==> src/rtl/write_arbiter_pkg.sv <==
// Shared constants and helpers for the write arbiter slice.
package write_arbiter_pkg;

    localparam int CNT_WIDTH = 16;

    // Width of the rotating priority pointer for a given agent count.
    function automatic int rr_width(input int nb);
        return (nb > 1) ? $clog2(nb) : 1;
    endfunction

endpackage

==> src/rtl/write_arbiter_prio_select.sv <==
// Combinational grant selection: among agents writing the same address,
// only the one closest to rr_ptr (rotating order) is granted; agents on
// distinct addresses never block each other.
module prio_select
    import write_arbiter_pkg::*;
#(
    parameter int ADDR_WIDTH = 8,
    parameter int NB_WRAGENT = 2,
    parameter int PTR_WIDTH  = 1
) (
    input  logic [NB_WRAGENT-1:0]            wren,
    input  logic [NB_WRAGENT*ADDR_WIDTH-1:0] wraddr,
    input  logic [PTR_WIDTH-1:0]             rr_ptr,
    output logic [NB_WRAGENT-1:0]            grant,
    output logic                             collision
);

    // Distance of agent k behind the pointer; smaller means higher priority.
    function automatic int rank(input int k, input int rr);
        return (k + NB_WRAGENT - rr) % NB_WRAGENT;
    endfunction

    // Pairwise address compare; a higher-ranked colliding agent vetoes the grant.
    always_comb begin
        grant     = '0;
        collision = 1'b0;
        for (int i = 0; i < NB_WRAGENT; i++) begin
            grant[i] = wren[i];
            for (int j = 0; j < NB_WRAGENT; j++) begin
                if ((j != i) && wren[i] && wren[j] &&
                    (wraddr[i*ADDR_WIDTH +: ADDR_WIDTH] == wraddr[j*ADDR_WIDTH +: ADDR_WIDTH])) begin
                    collision = 1'b1;
                    if (rank(j, int'(rr_ptr)) < rank(i, int'(rr_ptr))) begin
                        grant[i] = 1'b0;
                    end
                end
            end
        end
    end

endmodule

==> src/rtl/write_arbiter.sv <==
// Multi-agent write arbiter in front of a multi-port RAM. Same-address
// writes are serialised with rotating priority; losers stall on wrready.
// Optional collision statistics counter: define WRITE_ARBITER_STATS_EN.
module write_arbiter
    import write_arbiter_pkg::*;
#(
    parameter int ADDR_WIDTH = 8,
    parameter int DATA_WIDTH = 8,
    parameter int NB_WRAGENT = 2
) (
    input  logic                             aclk,
    input  logic                             aresetn,
    input  logic [NB_WRAGENT-1:0]            wren,
    input  logic [NB_WRAGENT*ADDR_WIDTH-1:0] wraddr,
    input  logic [NB_WRAGENT*DATA_WIDTH-1:0] wrdata,
    output logic [NB_WRAGENT-1:0]            wrready,
    output logic [NB_WRAGENT-1:0]            mem_wren,
    output logic [NB_WRAGENT*ADDR_WIDTH-1:0] mem_wraddr,
    output logic [NB_WRAGENT*DATA_WIDTH-1:0] mem_wrdata
`ifdef WRITE_ARBITER_STATS_EN
    ,
    output logic [CNT_WIDTH-1:0]             collision_cnt
`endif
);

    localparam int PW = rr_width(NB_WRAGENT);

    logic [PW-1:0]         rr_ptr;
    logic [NB_WRAGENT-1:0] grant;
    logic                  collision;

    prio_select #(
        .ADDR_WIDTH (ADDR_WIDTH),
        .NB_WRAGENT (NB_WRAGENT),
        .PTR_WIDTH  (PW)
    ) u_prio_select (
        .wren      (wren),
        .wraddr    (wraddr),
        .rr_ptr    (rr_ptr),
        .grant     (grant),
        .collision (collision)
    );

    // Idle agents are always ready; requesting agents are ready only when granted.
    assign wrready = ~wren | grant;

    // Register granted writes toward the RAM and rotate priority after a collision.
    always_ff @(posedge aclk) begin
        if (!aresetn) begin
            mem_wren   <= '0;
            mem_wraddr <= '0;
            mem_wrdata <= '0;
            rr_ptr     <= '0;
        end else begin
            mem_wren <= grant;
            for (int i = 0; i < NB_WRAGENT; i++) begin
                if (grant[i]) begin
                    mem_wraddr[i*ADDR_WIDTH +: ADDR_WIDTH] <= wraddr[i*ADDR_WIDTH +: ADDR_WIDTH];
                    mem_wrdata[i*DATA_WIDTH +: DATA_WIDTH] <= wrdata[i*DATA_WIDTH +: DATA_WIDTH];
                end
            end
            if (collision) begin
                rr_ptr <= (rr_ptr == PW'(NB_WRAGENT - 1)) ? '0 : rr_ptr + PW'(1);
            end
        end
    end

`ifdef WRITE_ARBITER_STATS_EN
    // Saturating count of cycles that contained at least one collision.
    always_ff @(posedge aclk) begin
        if (!aresetn) begin
            collision_cnt <= '0;
        end else if (collision && (collision_cnt != '1)) begin
            collision_cnt <= collision_cnt + CNT_WIDTH'(1);
        end
    end
`endif

endmodule

==> config.mk <==
export PLATFORM = sky130hd
export DESIGN_NAME = write_arbiter
export DESIGN_NICKNAME = d
export VERILOG_FILES = /design/src/rtl/write_arbiter_pkg.sv /design/src/rtl/write_arbiter_prio_select.sv /design/src/rtl/write_arbiter.sv
export SDC_FILE = /design/constraint.sdc
export NUM_CORES = 1
export LEC_CHECK = 0
export BUFFER_PORTS_ARGS = -buffer_cell sky130_fd_sc_hd__buf_4
export CAP_MARGIN = 10
export CORE_MARGIN = 2
export CORE_UTILIZATION = 32
export DETAILED_ROUTE_END_ITERATION = 8
export SYNTH_ARGS = -nofsm -noshare
export SYNTH_HDL_FRONTEND = slang
export SYNTH_SLANG_ARGS = --single-unit
==> constraint.sdc <==
create_clock -name aclk -period 1.5 [get_ports aclk]
set_input_delay 0 -clock aclk [delete_from_list [all_inputs] [get_ports aclk]]
set_output_delay 0 -clock aclk [all_outputs]
set_load 0.03 [all_outputs]
==> metrics.txt, run 1 <==
setup violators final=0; arrival time worst endpoint=about 1.4 ns; Synth Area in XOR/XNOR=0.0302; mean instance size in the synthesized netlist=7.83 sq um; detailed router's first-iteration violation count=197; pin count of the biggest net entering global routing=82; total negative setup slack=0 ns; fraction of the mapped netlist area in adder cells=0; clock-pin transition on the worst setup and hold timing paths=0.08 ns; overall track demand over capacity in global routing=0.180; detailed-route vias per instance=approximately 5.5; Slew Limit Headroom=0.701; highest ir drop seen on vdd=between 0.3 and 0.4 mV; number of global-route vias before repair=2330; element type at the critical path end=primary output; diode count=0; number of placed I/O pins=72; measured slew at the worst slew-check pin=approximately 0.45 ns; combinational family with the most area after synthesis=simple AND/OR/NAND/NOR gates; detailed-route via count=2544; H-tree levels=2; Post-Syn Instances=a little under 300; setup fix buffers added after clock tree synthesis=0; total of hold buffers inserted after clock tree synthesis=7; highest attainable clock frequency=a little over 700 MHz; number of distinct library cells after synthesis=28; synthesized cell area=2320 sq um; remaining design rule violation count=0; type of the setup path with the least slack=flop to primary output; wire length per cell=roughly 16 um; Setup WS post-layout=0.110 ns; complex-gate fraction of the synthesized area=0.250; Leakage Power=1.19 nW; Total Wirelength=7130 um; clock sinks=35; final worst clock skew=0.00455 ns; share of the clock period used by the worst path=0.927; area of all placed cells without fillers=~3200 sq um; min Tclk post-route=1.39 ns; number of buffer cells added on primary ports=71; standard-cell row count=31; sequential fraction of the synthesis area=0.302; clock tree from TritonCTS=built; cells taking the most area after synthesis=sky130_fd_sc_hd__dfxtp_1 30%, sky130_fd_sc_hd__nand3_1 6.9%, sky130_fd_sc_hd__o211ai_2 6.5%; height of the chip=between 80 and 90 um; final layout net count=between 300 and 400; global-route wire length before repair=11400 um; max-cap viol count=0; Synth Net Count=between 300 and 400; required time of the worst setup path=roughly 1.5 ns; overflow left after global routing=0; area overhead of the layout relative to synthesis=38.0%; fraction of the mapped netlist area in simple logic gates=0.346; post-detailed-placement half-perimeter wirelength=4570 um; insertion delay to the later sink of the worst-skew pair=about 0.28 ns; worst hold-check path type=input port to flop; total number of yosys warnings=0; unrepaired setup endpoints after global routing=false; minimum setup slack after placement=~0.029 ns; post-synthesis sequential element count=35; CTS Buf Count=5; number of nets with antenna violations after detailed routing=0; Die Width=roughly 89 um; CP Max Fanout=5; initial antenna violation count=0; Final Hold Viols=0; Final Hold Slack=0.00767 ns; biggest area consumer among synthesized cells=sky130_fd_sc_hd__dfxtp_1; layout cell share with drive strength beyond 1=0.308; fin. max-slew vios=0; Root Driver=sky130_fd_sc_hd__clkbuf_8; post-cts repair resize count=0; DIE AREA=7940 sq um; initial cell density of the core=0.325; core box area=between 7000 and 8000 sq um; post-layout utilization of the core=0.448; clock tree buffer depth=2; total iterations of the first detailed-routing run=4; top-area cell type share of the netlist area=0.302; fraction of synthesized area in multiplexers=0; GPL Wtd Cong=between 0.7 and 0.8; critical path launch point type=flop; result of the run=finished, final reports clean; total power density per cell area=856 nW/um^2; count of filler cells inserted in the layout=a little over 700; post-place instance area=3010 sq um
==> worst max-delay path, stage by stage (launching register included) <==
cell                      delay, ns
sky130_fd_sc_hd__dfxtp_1       0.36
sky130_fd_sc_hd__or4_1         0.55
sky130_fd_sc_hd__buf_4         0.19
==> area by class of cell <==
class	count	area, sq um	area share
repair buffers	94	786	0.246
clock inverters	2	35.0	0.0110
inverters	2	7.51	0.00235
clock buffers	6	82.6	0.0258
multi-input cells	221	1460	0.457
well taps	99	124	0.0387
flip-flops and latches	35	701	0.219
==> report_power, final <==
| group | leakage (nW) | internal (mW) | switching, mW |
|---|---|---|---|
| Combinational | 0.836 | 0.321 | 0.429 |
| Clock | 0.0612 | 0.539 | 0.377 |
| Sequential | 0.292 | 1.01 | 0.0613 |
==> sequential cells by signal, summed over array words and instances (netlist names) <==
name / count
mem_wraddr: 16
mem_wrdata: 16
mem_wren: 2
rr_ptr: 1
==> cells by family after synthesis <==
group,after synthesis
simple gates,145
compound gates,68
buf+inv,40
flops,35
xor+xnor,8
==> cell usage after synthesis <==
cell	n
sky130_fd_sc_hd__a21oi_1	1
sky130_fd_sc_hd__dfxtp_1	35
sky130_fd_sc_hd__o21ai_0	9
sky130_fd_sc_hd__a31oi_1	7
sky130_fd_sc_hd__nand4_2	2
sky130_fd_sc_hd__nor2b_1	10
sky130_fd_sc_hd__nand4_1	1
sky130_fd_sc_hd__o311ai_1	1
sky130_fd_sc_hd__nor2_1	10
sky130_fd_sc_hd__or4_1	17
sky130_fd_sc_hd__o211ai_1	4
sky130_fd_sc_hd__nor3_1	7
sky130_fd_sc_hd__or3_1	16
sky130_fd_sc_hd__o311a_1	1
sky130_fd_sc_hd__clkbuf_1	22
sky130_fd_sc_hd__xnor2_1	8
sky130_fd_sc_hd__buf_1	4
sky130_fd_sc_hd__o211ai_2	12
sky130_fd_sc_hd__buf_2	9
sky130_fd_sc_hd__o31ai_1	1
sky130_fd_sc_hd__inv_1	2
sky130_fd_sc_hd__nand2_1	34
sky130_fd_sc_hd__a41oi_1	16
sky130_fd_sc_hd__clkbuf_2	3
sky130_fd_sc_hd__nor3b_1	16
sky130_fd_sc_hd__nand3_1	32
sky130_fd_sc_hd__o311ai_0	15
sky130_fd_sc_hd__a211oi_1	1
==> through the flow <==
stage          total power [mW]  instances
6_report                   2.74        459
2_1_floorplan              1.52        296
5_1_grt                    2.88        459
3_5_place_dp               1.83        444
4_1_cts                    2.77        459
3_3_place_gp               1.82        444
==> final timing paths <==
check,start,end,slack [ns],depth (start not counted)
setup reg to reg,rr_ptr$_SDFFE_PN0N_,mem_wraddr[3]$_SDFFE_PN0P_,0.13,4
setup / recovery,rr_ptr$_SDFFE_PN0N_,wrready[1],0.11,2
hold reg to reg,rr_ptr$_SDFFE_PN0N_,rr_ptr$_SDFFE_PN0N_,0.55,2
hold / removal,wrdata[6],mem_wrdata[6]$_SDFFE_PN0P_,0.008,3
==> cells in the final DEF (no fill, tap or decap), types with 2 or more instances in the layout <==
cell type	netlist	final
sky130_fd_sc_hd__buf_4	0	82
sky130_fd_sc_hd__dfxtp_1	35	35
sky130_fd_sc_hd__nand2_1	34	34
sky130_fd_sc_hd__nand3_1	32	32
sky130_fd_sc_hd__or4_1	17	17
sky130_fd_sc_hd__nor3b_1	16	16
sky130_fd_sc_hd__a41oi_1	16	16
sky130_fd_sc_hd__or3_1	16	16
sky130_fd_sc_hd__o311ai_0	15	15
sky130_fd_sc_hd__o211ai_2	12	12
sky130_fd_sc_hd__nor2_1	10	9
sky130_fd_sc_hd__nor2b_1	10	9
sky130_fd_sc_hd__o21ai_0	9	9
sky130_fd_sc_hd__xnor2_1	8	8
sky130_fd_sc_hd__nor3_1	7	7
sky130_fd_sc_hd__a31oi_1	7	7
sky130_fd_sc_hd__dlygate4sd3_1	0	7
sky130_fd_sc_hd__clkbuf_8	0	6
sky130_fd_sc_hd__buf_12	0	5
sky130_fd_sc_hd__o211ai_1	4	4
sky130_fd_sc_hd__nand4_2	2	2
sky130_fd_sc_hd__inv_1	2	2
==> routing by layer <==
metal  vias to the layer above  part of all wire  global-route usage
met1                      1216              0.47               0.259
met4                         0            0.0021              0.0448
met2                        65              0.48               0.275
met5                         -                 0                   0
li1                       1261                 -                   -
met3                         2             0.042              0.0342
Power figures use the tool's default switching activity.
==> run 2, diff against run 1 <==
CORE_MARGIN = 3   (was 2)
SETUP_SLACK_MARGIN = 0.1   (was not set)
==> run 2 against run 1 <==
Net effect: the flow now finishes with violations (negative hold slack); sequential cell count unchanged; hold slack got worse by 0.0098 ns; die area is 4.5% higher; largest cell class unchanged; clock power is 14% lower.
==> metrics.txt, run 2 (synthesized netlist as in run 1, its figures left out) <==
result of the run=complete, but fails checks; violated checks=negative hold slack; standard-cell row count=30; DIE AREA=8300 sq um; post-detailed-placement half-perimeter wirelength=between 4000 and 5000 um; GPL Wtd Cong=0.734; clock-pin transition on the worst setup and hold timing paths=around 0.070 ns; layout cell share with drive strength beyond 1=0.350; Root Driver=sky130_fd_sc_hd__clkbuf_8; initial antenna violation count=0; crit-path max cell delay=0.55 ns; max-cap viol count=0; Die Width=about 90 um; final layout net count=between 400 and 500; total power density per cell area=797 nW/um^2; Final Hold Slack=-0.00208 ns; registers with the most flip-flops=mem_wraddr x16, mem_wrdata x16, mem_wren x2; total iterations of the first detailed-routing run=4; count of filler cells inserted in the layout=roughly 700; global-route wire length before repair=between 10000 and 15000 um; detailed router's first-iteration violation count=~150; type of the setup path with the least slack=flop to primary output; number of buffer cells added on primary ports=71; share of the clock period used by the worst path=0.936; element type at the critical path end=primary output; H-tree levels=2; number of placed I/O pins=between 70 and 80; worst hold-check path type=input port to flop; clock tree buffer depth=2; CTS Buf Count=5; total negative setup slack=0 ns; detailed-route via count=2651; arrival time worst endpoint=1.40 ns; highest attainable clock frequency=approximately 710 MHz; fin. max-slew vios=0; clock tree from TritonCTS=built; Leakage Power=between 1 and 1.5 nW; required time of the worst setup path=1.50 ns; most frequent cells in the layout=90 x sky130_fd_sc_hd__buf_4, 34 x sky130_fd_sc_hd__nand2_1, 34 x sky130_fd_sc_hd__dfxtp_1, 31 x sky130_fd_sc_hd__nand3_1, 17 x sky130_fd_sc_hd__or4_1; overall track demand over capacity in global routing=0.177; series of cell instances along the critical path=or4_1, buf_4; number of global-route vias before repair=about 2500; height of the chip=91.1 um; R2R setup slack=~0.11 ns; diode count=0; area overhead of the layout relative to synthesis=44.4%; critical path launch point type=flop; Total Wirelength=roughly 7600 um; min Tclk post-route=around 1.4 ns; detailed-route vias per instance=approximately 5.7; number of nets with antenna violations after detailed routing=0; insertion delay to the later sink of the worst-skew pair=0.30 ns; CP Max Fanout=4; Final Hold Viols=1; wire length per cell=between 15 and 20 um; post-layout utilization of the core=0.484; clock sinks=35; remaining design rule violation count=0; pin count of the biggest net entering global routing=37; final worst clock skew=between 0.006 and 0.007 ns; cell family contributing the most delay on the critical path=simple AND/OR/NAND/NOR gates; measured slew at the worst slew-check pin=~0.34 ns; cell with the largest stage delay on the worst path=sky130_fd_sc_hd__or4_1; Slew Limit Headroom=0.776; initial cell density of the core=0.336; leading cell type in the layout, fill and taps excluded=sky130_fd_sc_hd__buf_4; unrepaired setup endpoints after global routing=true; buffering stage count on the worst path with inverters included=1; highest ir drop seen on vdd=0.326 mV; setup violators final=0; overflow left after global routing=0; core box area=between 6000 and 7000 sq um
## run 2: cell types whose count changed in the layout (fill, tap and decap cells not counted), moves of 3 or more
cell,delta
sky130_fd_sc_hd__o311ai_1,+4
sky130_fd_sc_hd__o311ai_0,-4
sky130_fd_sc_hd__dlygate4sd3_1,-4
sky130_fd_sc_hd__xnor2_2,+5
sky130_fd_sc_hd__clkbuf_16,+3
sky130_fd_sc_hd__xnor2_1,-5
sky130_fd_sc_hd__buf_4,+8
## run 2: worst reg2reg max path: cells and delay by family (launching register included)
kind	cells	cell delay (ns)
flip-flops	1	0.37
AO/OA/AOI/OAI	1	0.10
AND/OR/NAND/NOR	2	0.55
buffers and inverters	2	0.29
## run 2: stage by stage
step           instance area [sq um]  hold WS [ns]  setup WS (ns)  instances  power (mW)
6_report                        3350      -0.00208         0.0962        465        2.67
5_1_grt                         3350        0.0159         0.0452        465        2.78
4_1_cts                         3180      0.000790          0.105        455        2.63
3_5_place_dp                    3020         0.287       -0.00750        443        1.84
3_3_place_gp                    3020         0.290         0.0198        443        1.83
2_1_floorplan                   2320         0.172          0.174        296        1.52
## run 2: cell type report
cell class / instances / area (sq um) / share of cell area
clock buffers: 8 / 100 / 0.0299
inverters: 2 / 7.51 / 0.00224
multi-input cells: 221 / 1510 / 0.451
flip-flops and latches: 35 / 704 / 0.211
well taps: 96 / 120 / 0.0359
repair buffers: 103 / 905 / 0.270
## run 2: routing by layer
metal,vias up,GRT usage,routed length [um]
met4,0,0.0528,98
li1,1280,-,-
met3,7,0.0447,460
met1,1276,0.235,3400
met5,-,0,0
met2,88,0.281,3600
## run 2: timing repair
action / in CTS / in global routing
pin swaps: 1 / 3
hold buffers: 3 / 1
buffers inserted: 1 / 6
gates resized for setup: 4 / 12
endpoints found under the hold margin: 3 / 1
endpoints found under the setup margin: 1 / 16
cloned: 0 / 3
## run 2: final timing paths
path | start | end | cells after the start
worst max-delay path | rr_ptr$_SDFFE_PN0N_ | wrready[1] | 2
worst min-delay path | wrdata[6] | mem_wrdata[6]$_SDFFE_PN0P_ | 3
worst max register to register | rr_ptr$_SDFFE_PN0N_ | mem_wrdata[2]$_SDFFE_PN0P_ | 5
worst min register to register | rr_ptr$_SDFFE_PN0N_ | rr_ptr$_SDFFE_PN0N_ | 2
## run 2: power breakdown
part / switching [mW] / leakage [nW] / internal, mW / total, mW
clock network: 0.369 / 0.0515 / 0.420 / 0.789
registers: 0.0653 / 0.292 / 1.01 / 1.07
logic: 0.445 / 0.952 / 0.358 / 0.804
==> run 3, diff against run 2 <==
CORE_ASPECT_RATIO = 2   (was not set)
==> run 3 against run 2 <==
Net effect: the run now ends clean; final cell count is 4.1% lower; clock-buffer cell count unchanged; global-route usage shrank 0.18 points; worst setup slack better by 0.042 ns; critical path type unchanged.
==> metrics.txt, run 3 (synthesized netlist as in run 1, its figures left out) <==
total iterations of the first detailed-routing run=4; measured slew at the worst slew-check pin=0.351 ns; Root Driver=sky130_fd_sc_hd__clkbuf_16; WP depth=2; required time of the worst setup path=about 1.5 ns; number of global-route vias before repair=around 2400; total power density per cell area=a little over 900 nW/um^2; detailed-route via count=2559; Setup WS post-layout=about 0.14 ns; Final Hold Viols=0; CTS Buf Count=5; GPL Wtd Cong=between 0.7 and 0.8; share of power burned in registers=0.364; final worst clock skew=between 0.003 and 0.004 ns; crit-path max cell delay=roughly 0.54 ns; leading cell type in the layout, fill and taps excluded=sky130_fd_sc_hd__buf_4; clock tree buffer depth=2; share of the clock period used by the worst path=0.908; minimum setup slack after placement=-0.0204 ns; type of the setup path with the least slack=flop to primary output; wire length per cell=16.2 um; registers with the most flip-flops=mem_wraddr x16, mem_wrdata x16, mem_wren x2; insertion delay to the later sink of the worst-skew pair=roughly 0.28 ns; buffering stage count on the worst path with inverters included=1; overall track demand over capacity in global routing=0.175; number of buffer cells added on primary ports=71; Leakage Power=about 1.2 nW; unrepaired setup endpoints after global routing=true; post-place instance area=just over 3000 sq um; setup violators final=0; detailed router's first-iteration violation count=between 200 and 250; initial cell density of the core=0.331; placed instance count=between 400 and 500; fin. max-slew vios=0; Min-Delay Path Depth=3; critical path launch point type=flop; clock sinks=35; Total Wirelength=between 7000 and 8000 um; Clock power frac=0.377; pin count of the biggest net entering global routing=52; H-tree levels=2; Comb power frac=0.259; Die Width=66.2 um; final layout net count=just under 400; share of total power consumed by net switching=0.307; number of placed I/O pins=72; highest attainable clock frequency=734 MHz; result of the run=finished, final reports clean; detailed-route vias per instance=between 5 and 6; depth of the worst register-to-register path=5; global-route wire length before repair=between 10000 and 15000 um; standard-cell row count=43; element type at the critical path end=primary output; sw power=between 0.9 and 1 mW; core box area=roughly 7000 sq um; remaining design rule violation count=0; internal power=a little over 2 mW; non-filler instance count after layout=446; min Tclk post-route=around 1.4 ns; DIE AREA=about 8400 sq um; area of all placed cells without fillers=around 3200 sq um; highest ir drop seen on vdd=about 0.39 mV; cell family contributing the most delay on the critical path=simple AND/OR/NAND/NOR gates; series of cell instances along the critical path=or4_1, buf_4; number of nets with antenna violations after detailed routing=0; overall power consumption=about 3.0 mW; CP Max Fanout=5; height of the chip=~130 um; post-detailed-placement half-perimeter wirelength=4930 um; initial antenna violation count=0; area overhead of the layout relative to synthesis=39.6%; arrival time worst endpoint=about 1.4 ns; worst hold-check path type=input port to flop; cell with the largest stage delay on the worst path=sky130_fd_sc_hd__or4_1; clock tree from TritonCTS=built; max-cap viol count=0; layout cell share with drive strength beyond 1=0.329; Final Hold Slack=roughly 0.0022 ns; clock-pin transition on the worst setup and hold timing paths=~0.060 ns; overflow left after global routing=0; Slew Limit Headroom=0.763; most frequent cells in the layout=83 x sky130_fd_sc_hd__buf_4, 34 x sky130_fd_sc_hd__nand2_1, 34 x sky130_fd_sc_hd__dfxtp_1, 32 x sky130_fd_sc_hd__nand3_1, 17 x sky130_fd_sc_hd__or4_1; diode count=0
[run 3: changes by cell type in the layout (fill, tap and decap cells not counted), sizes merged]
cell          change
dlymetal6s4s      -1
buf               -7
clkbuf            -3
dlygate4sd3       -2
[run 3: worst paths after layout]
check	from	slack [ns]	end
setup / recovery	rr_ptr$_SDFFE_PN0N_	0.14	wrready[1]
hold / removal	wrdata[0]	0.002	mem_wrdata[0]$_SDFFE_PN0P_
setup reg to reg	rr_ptr$_SDFFE_PN0N_	0.19	mem_wrdata[13]$_SDFFE_PN0P_
hold reg to reg	rr_ptr$_SDFFE_PN0N_	0.51	rr_ptr$_SDFFE_PN0N_
[run 3: layout make-up]
| type | count | area, sq um |
|---|---|---|
| Clock buffer | 8 | 156 |
| Fill cell | 716 | 3760 |
| Inverter | 2 | 7.51 |
| Tap cell | 90 | 113 |
| Sequential cell | 35 | 702 |
| Timing Repair Buffer | 90 | 753 |
| Multi-Input combinational cell | 221 | 1500 |
[run 3: layer usage]
metal,GRT usage,part of all wire,up-vias
met3,0.0283,0.051,10
met5,0,0,-
met4,0.0659,0.022,0
li1,-,-,1249
met1,0.226,0.41,1223
met2,0.287,0.52,77
[run 3: repair_timing]
item / in CTS / in global routing
endpoints found under the setup margin: 2 / 16
endpoints found under the hold margin: 1 / 0
hold buffers: 1 / 0
resized for setup: 2 / 4
buffers inserted: 0 / 1
pin swaps: 0 / 1
[run 3: power by group through the flow]
stage,Sequential (mW),Combinational [mW],Clock [mW]
floorplan,1.24,0.285,0
global placement,1.09,0.739,0
detailed placement,1.09,0.750,0
CTS,1.08,0.759,1.13
global route,1.09,0.822,1.16
finish,1.08,0.765,1.11
[run 3: worst register-to-register path, delay by kind of cell, from the launching register on]
| family | cells | cell delay [ns] |
|---|---|---|
| buffers and inverters | 1 | 0.20 |
| AO/OA/AOI/OAI | 1 | 0.10 |
| AND/OR/NAND/NOR | 3 | 0.54 |
| flip-flops | 1 | 0.34 |
[run 3: per-stage QoR]
step                      TNS (ns)  utilization
final                            0        0.462
after floorplan                  0            -
after CTS                        0        0.457
after detailed placement   -0.0456        0.431
after global placement           0        0.431
after global routing             0        0.462
